`config.mk`:
```
export PLATFORM = sky130hd
export DESIGN_NAME = calc_sequencer
export DESIGN_NICKNAME = d
export VERILOG_FILES = /design/src/rtl/calc_sequencer.sv
export SDC_FILE = /design/constraint.sdc
export NUM_CORES = 1
export LEC_CHECK = 0
export ABC_AREA = 1
export CAP_MARGIN = 25
export CORE_MARGIN = 2
export CORE_UTILIZATION = 44
export DETAILED_ROUTE_END_ITERATION = 8
export GPL_ROUTABILITY_DRIVEN = 1
export MAX_ROUTING_LAYER = met4
export PLACE_DENSITY = 0.8
export SYNTH_ARGS = -nofsm -noshare
export SYNTH_HDL_FRONTEND = slang
export SYNTH_SLANG_ARGS = --single-unit
```
`constraint.sdc`:
```
create_clock -name clk -period 2.4 [get_ports clk]
set_clock_uncertainty 0.15 [all_clocks]
set_input_delay 0.36 -clock clk [delete_from_list [all_inputs] [get_ports clk]]
set_output_delay 0.36 -clock clk [all_outputs]
set_load 0.01 [all_outputs]
```
`src/rtl/calc_sequencer.sv`:
```
// Sequencer for the shared calculator datapath: zero-fills the operand memory and
// walks A/B word pairs, emitting one result record per pair on a valid/ready stream.
module calc_sequencer #(
    parameter int NUM_WORDS = 512,
    parameter int AW        = 9,
    parameter int ALU_LAT   = 1
) (
    input  logic          clk,
    input  logic          reset,
    input  logic          clear,
    input  logic          start,
    input  logic          abort,
    output logic [AW-1:0] mem_addr,
    output logic          mem_rd_en,
    input  logic [15:0]   mem_rdata,
    output logic          mem_we,
    output logic [15:0]   mem_wdata,
    output logic [15:0]   op_a,
    output logic [15:0]   op_b,
    input  logic [16:0]   res_sum,
    input  logic [15:0]   res_diff,
    input  logic [31:0]   res_prod,
    input  logic [15:0]   res_quo,
    input  logic [15:0]   res_rem,
    output logic          out_valid,
    input  logic          out_ready,
    output logic [AW-2:0] out_index,
    output logic [15:0]   out_a,
    output logic [15:0]   out_b,
    output logic [16:0]   out_sum,
    output logic [15:0]   out_diff,
    output logic [31:0]   out_prod,
    output logic [15:0]   out_quo,
    output logic [15:0]   out_rem,
    output logic          idle,
    output logic          cleared,
    output logic          done,
    output logic [1:0]    status,
    output logic [AW-1:0] pair_count
);

    localparam int WW = $clog2(ALU_LAT + 1);
    localparam logic [AW-2:0] K_LAST    = (AW-1)'(NUM_WORDS/2 - 1);
    localparam logic [AW-1:0] ADDR_LAST = AW'(NUM_WORDS - 1);
    localparam logic [1:0] ST_END   = 2'd1;
    localparam logic [1:0] ST_ZEROB = 2'd2;
    localparam logic [1:0] ST_ABORT = 2'd3;

    typedef enum logic [2:0] {
        S_IDLE, S_CLEAR, S_RD_A, S_RD_B, S_CHK, S_WAIT, S_EMIT, S_FIN
    } state_t;

    state_t          state_reg, state_next;
    logic [AW-1:0]   addr_reg;
    logic [AW-2:0]   k_reg;
    logic [15:0]     a_reg;
    logic [WW-1:0]   wait_reg;
    logic            abort_pend_reg;
    logic            last_wait;
    logic            last_pair;

    assign last_wait = (wait_reg == WW'(1));
    assign last_pair = (k_reg == K_LAST);
    assign mem_wdata = 16'd0;

    always_ff @(posedge clk) begin
        if (reset) state_reg <= S_IDLE;
        else       state_reg <= state_next;
    end

    always_comb begin
        state_next = state_reg;
        mem_addr   = '0;
        mem_rd_en  = 1'b0;
        mem_we     = 1'b0;
        case (state_reg)
            S_IDLE: begin
                if (clear)      state_next = S_CLEAR;
                else if (start) state_next = S_RD_A;
            end
            S_CLEAR: begin
                mem_we   = 1'b1;
                mem_addr = addr_reg;
                if (addr_reg == ADDR_LAST) state_next = S_IDLE;
            end
            S_RD_A: begin
                mem_addr   = {k_reg, 1'b0};
                mem_rd_en  = 1'b1;
                state_next = abort ? S_FIN : S_RD_B;
            end
            S_RD_B: begin
                mem_addr   = {k_reg, 1'b1};
                mem_rd_en  = 1'b1;
                state_next = abort ? S_FIN : S_CHK;
            end
            S_CHK: begin
                // A zero divisor never reaches the operand registers.
                if (abort || mem_rdata == 16'd0) state_next = S_FIN;
                else                             state_next = S_WAIT;
            end
            S_WAIT: begin
                if (abort)          state_next = S_FIN;
                else if (last_wait) state_next = S_EMIT;
            end
            S_EMIT: begin
                if (out_ready) begin
                    if (abort_pend_reg || abort || last_pair) state_next = S_FIN;
                    else                                      state_next = S_RD_A;
                end
            end
            S_FIN:   state_next = S_IDLE;
            default: state_next = S_IDLE;
        endcase
        // Strobes are suppressed while reset is asserted so a reset never writes memory.
        if (reset) begin
            mem_we    = 1'b0;
            mem_rd_en = 1'b0;
        end
    end

    assign idle      = (state_reg == S_IDLE);
    assign out_valid = (state_reg == S_EMIT) && !reset;
    assign done      = (state_reg == S_FIN) && !reset;

    always_ff @(posedge clk) begin
        if (reset) begin
            addr_reg       <= '0;
            k_reg          <= '0;
            a_reg          <= '0;
            wait_reg       <= '0;
            abort_pend_reg <= 1'b0;
            op_a           <= '0;
            op_b           <= '0;
            out_index      <= '0;
            out_a          <= '0;
            out_b          <= '0;
            out_sum        <= '0;
            out_diff       <= '0;
            out_prod       <= '0;
            out_quo        <= '0;
            out_rem        <= '0;
            cleared        <= 1'b0;
            status         <= 2'd0;
            pair_count     <= '0;
        end else begin
            case (state_reg)
                S_IDLE: begin
                    if (clear) begin
                        addr_reg <= '0;
                    end else if (start) begin
                        k_reg          <= '0;
                        pair_count     <= '0;
                        status         <= 2'd0;
                        abort_pend_reg <= 1'b0;
                    end
                end
                S_CLEAR: begin
                    addr_reg <= addr_reg + AW'(1);
                    if (addr_reg == ADDR_LAST) cleared <= 1'b1;
                end
                S_RD_A: begin
                    if (abort) status <= ST_ABORT;
                end
                S_RD_B: begin
                    a_reg <= mem_rdata;
                    if (abort) status <= ST_ABORT;
                end
                S_CHK: begin
                    if (abort) begin
                        status <= ST_ABORT;
                    end else if (mem_rdata == 16'd0) begin
                        status <= ST_ZEROB;
                    end else begin
                        op_a     <= a_reg;
                        op_b     <= mem_rdata;
                        wait_reg <= WW'(ALU_LAT);
                    end
                end
                S_WAIT: begin
                    if (abort) begin
                        status <= ST_ABORT;
                    end else begin
                        wait_reg <= wait_reg - WW'(1);
                        if (last_wait) begin
                            out_index <= k_reg;
                            out_a     <= op_a;
                            out_b     <= op_b;
                            out_sum   <= res_sum;
                            out_diff  <= res_diff;
                            out_prod  <= res_prod;
                            out_quo   <= res_quo;
                            out_rem   <= res_rem;
                        end
                    end
                end
                S_EMIT: begin
                    // An abort during EMIT still lets the current record complete.
                    if (abort) abort_pend_reg <= 1'b1;
                    if (out_ready) begin
                        pair_count <= pair_count + AW'(1);
                        if (abort_pend_reg || abort) status <= ST_ABORT;
                        else if (last_pair)          status <= ST_END;
                        else                         k_reg  <= k_reg + (AW-1)'(1);
                    end
                end
                default: ;
            endcase
        end
    end

endmodule

```
==> flow_metrics.py, run 1 <==
metrics = {
    "run_status": {
        "status": "complete, no violations",
    },
    "layout": {
        "regMostFlops": "out_prod",
        "reg_top3": "out_prod x32, out_sum x17",
        "area_delta_synth_final_pct": 47.9,
        "multi_input_area_mm2": 0.00369,
        "seq_area_mm2": 0.00439,
        "final_core_util": 0.659,
        "fin_cells": 1745,
        "fillCellCount": 1665,
        "fin_nets": 1582,
        "largest_register_ffs": 32,
        "post_route_cells_drive_above_1_share": 0.0678,
    },
    "synth": {
        "yosysSeqAreaShare": 0.509,
        "ys_ff_latch": 219,
        "synth-edff-count": 0,
        "syn_area_per_cell_um2": 7.41,
        "synthArstFlopShare": 0,
        "synth_ff_type": "dfxtp_1",
        "synth_area_mm2": 0.00861,
        "ys_types": 39,
        "postSynthCellCount": 1161,
        "yosysWarnings": 0,
    },
    "floorplanning": {
        "core_mm2": 0.0193,
        "dieArea_mm2": 0.0207,
        "io_pins": 330,
        "start_util": 0.445,
        "die_h_um": 144,
        "die_width_um": 144,
        "std_cell_rows": 51,
    },
    "clock_network": {
        "cts_tree": "built",
        "cts.sinks": 219,
        "h-tree-depth": 1,
        "cts_root_buffer": "clkbuf_16",
        "holdBufCountCts": 0,
        "clkLatencyLatePin_ns": 0.50,
        "clk_pin_slew_ns": 0.06,
        "cts_made_buffers": 23,
        "cts_buffer_depth": 3,
    },
    "grt": {
        "grt_pass1_wl_mm": 40.1,
        "grt-ovfl-total": 0,
        "grt_antenna_before_repair": 4,
        "grt_pass1_vias": 7871,
        "grt_usage": 0.247,
        "grt_start_max_net_pins": 80,
    },
    "place": {
        "place_hpwl_mm": 18.6,
        "routabilityCongestion": 0.931,
        "dp_slack_ns": 0.182,
        "port_buffers": 313,
        "placedCellCount": 1699,
    },
    "setup_path": {
        "slowest_stage": "dfxtp_1",
        "path_buf_inv": 4,
        "startpoint": "state_reg[2]",
        "r2r_start": "addr_reg[0]",
        "start_kind": "flop",
        "path_delay_family": "buffers and inverters",
        "cp-end-kind": "output port",
        "cp_cell_sequence": "inv_2 -> nand3_1 -> buf_6 -> inv_1 -> nand2_1 -> o21ai_0 -> dlygate4sd2_1",
        "required_ns": 1.89,
        "cpPeakStageDelay_ns": 0.37,
        "critical_path_class": "flop to output port",
        "cp_data_arrival_time_ns": 1.77,
        "path_max_fanout": 13,
    },
    "power_and_ir_drop": {
        "cellPowerDensity_mw_per_mm2": 705,
        "p_leak_nw": 4.77,
        "ir_worst_vdd_uv": 440,
        "finalPower_mw": 8.97,
    },
    "sta": {
        "min_period_ns": 2.28,
        "timing.final.max_slew_violations": 0,
        "final-setup-viol-count": 0,
        "tightest_slew_ns": 0.562,
        "clock.fmax_ghz": 0.438,
        "period_share": 0.951,
        "worst_hold_slack_ns": 0.135,
        "final_hold_viol_count": 0,
        "worst_slack_ns": 0.118,
        "slew_headroom": 0.625,
        "rsz0062_at_grt": "false",
    },
    "drt": {
        "wl_mm": 26.3,
        "viasPerCell": 4.93,
        "ant_nets": 0,
        "firstDrtPassIters": 5,
        "wire_per_inst_um": 15.1,
        "drc": 0,
        "vias": 8611,
        "drtIter0Drc": 369,
    },
    "flow_run": {
        "maxCapViolations": 0,
    },
    "min_path": {
        "min_from": "reset",
        "hp-class": "primary input to flop",
    },
}
==> where the power goes <==
part	switching, mW	total (mW)	internal [mW]	leakage, nW
registers	0.0920	3.84	3.75	1.77
logic	0.955	1.60	0.643	2.62
clock network	1.43	3.53	2.10	0.377
==> path summary, 6_finish.rpt <==
kind / slack [ns] / to / cells past startpoint
hold / removal: 0.13 / k_reg[7] / 2
setup reg to reg: 0.13 / state_reg[1] / 12
hold reg to reg: 0.31 / op_a[13] / 2
setup / recovery: 0.12 / mem_addr[1] / 7
==> metrics by stage <==
step / area [um^2] / setup TNS (ns)
after floorplan: 8660 / 0
after global placement: 12000 / 0
after detailed placement: 12000 / 0
after CTS: 12700 / -0.0900
after global routing: 12700 / 0
final: 12700 / 0
==> layer usage <==
layer / track usage / part of all wire / vias up
met4: 0.0903 / 0.028 / 0
li1: - / - / 4299
met2: 0.429 / 0.50 / 282
met5: - / 0 / -
met3: 0.0473 / 0.065 / 55
met1: 0.285 / 0.41 / 3975
==> cell type report <==
cell class	instances	share of cell area
Timing Repair Buffer	339	0.265
Inverter	48	0.0146
Antenna cell	5	0.000983
Clock inverter	10	0.00816
Tap cell	265	0.0260
Clock buffer	31	0.0507
Sequential cell	219	0.345
Multi-Input combinational cell	828	0.290
==> synthesized netlist by cell type, types with 2 or more instances <==
| library cell | instances | share of area |
|---|---|---|
| xor2_1 | 4 | 0.0041 |
| nand3_1 | 26 | 0.015 |
| nor2_1 | 358 | 0.16 |
| buf_2 | 12 | 0.0070 |
| o31ai_1 | 2 | 0.0017 |
| dfxtp_1 | 219 | 0.51 |
| a211oi_1 | 2 | 0.0017 |
| o22ai_1 | 4 | 0.0029 |
| a32o_1 | 2 | 0.0023 |
| clkinv_1 | 2 | 0.00087 |
| nand2_2 | 4 | 0.0029 |
| nand2_4 | 2 | 0.0026 |
| inv_2 | 6 | 0.0026 |
| or2_2 | 2 | 0.0015 |
| a21oi_1 | 66 | 0.038 |
| o21ai_0 | 164 | 0.095 |
| buf_4 | 28 | 0.024 |
| nand3_4 | 2 | 0.0041 |
| nand4_1 | 5 | 0.0036 |
| nand2_1 | 145 | 0.063 |
| o21ai_1 | 2 | 0.0012 |
| ha_1 | 4 | 0.0058 |
| nor2_2 | 2 | 0.0015 |
| nor3_1 | 5 | 0.0029 |
| nand3_2 | 2 | 0.0023 |
| inv_1 | 40 | 0.017 |
| clkbuf_1 | 39 | 0.017 |
==> cell families after synthesis <==
family	count (synthesis)	synth area share
buf+inv	129	0.0711
other cells	1	0.000436
flops	219	0.509
compound gates	247	0.148
simple gates	557	0.261
fa+ha+maj	4	0.00582
xor+xnor	4	0.00407
==> cell usage in the layout (no fill, tap or decap), types with 2 or more instances in the layout <==
cell type          n
a211oi_1           2
a21oi_1           65
a32o_1             2
buf_12             5
buf_4             20
bufinv_16          2
clkbuf_1           4
clkbuf_16         23
clkbuf_8           4
clkdlybuf4s50_1  299
clkinv_2           8
conb_1            16
dfxtp_1          216
dfxtp_2            3
diode_2            5
dlygate4sd2_1     12
ha_1               2
ha_2               2
inv_1             38
inv_2              7
inv_4              2
nand2_1          144
nand2_2            4
nand2_4            3
nand3_1           26
nand3_2            2
nand3_4            2
nand4_1            5
nor2_1           356
nor2_2             4
nor3_1             5
o21ai_0          163
o21ai_1            3
o22ai_1            4
o31ai_1            2
or2_2              2
xor2_1             4
==> timing repair <==
action / 4_1_cts / 5_1_grt
gates cloned: 0 / 0
pin swaps: 0 / 2
setup buffers: 0 / 0
endpoints found under the setup margin: 13 / 4
gates resized for setup: 18 / 10
(Power assumes the default switching activity.)
==> run 2: changes to the inputs <==
--- a/config.mk
+++ b/config.mk
@@ -11,6 +11,7 @@
 export CORE_UTILIZATION = 44
 export DETAILED_ROUTE_END_ITERATION = 8
 export GPL_ROUTABILITY_DRIVEN = 1
+export GPL_TIMING_DRIVEN = 1
 export MAX_ROUTING_LAYER = met4
 export PLACE_DENSITY = 0.8
 export SYNTH_ARGS = -nofsm -noshare
==> results of run 2 <==
No change in the layout: final DEF, timing and power equal those of run 1.
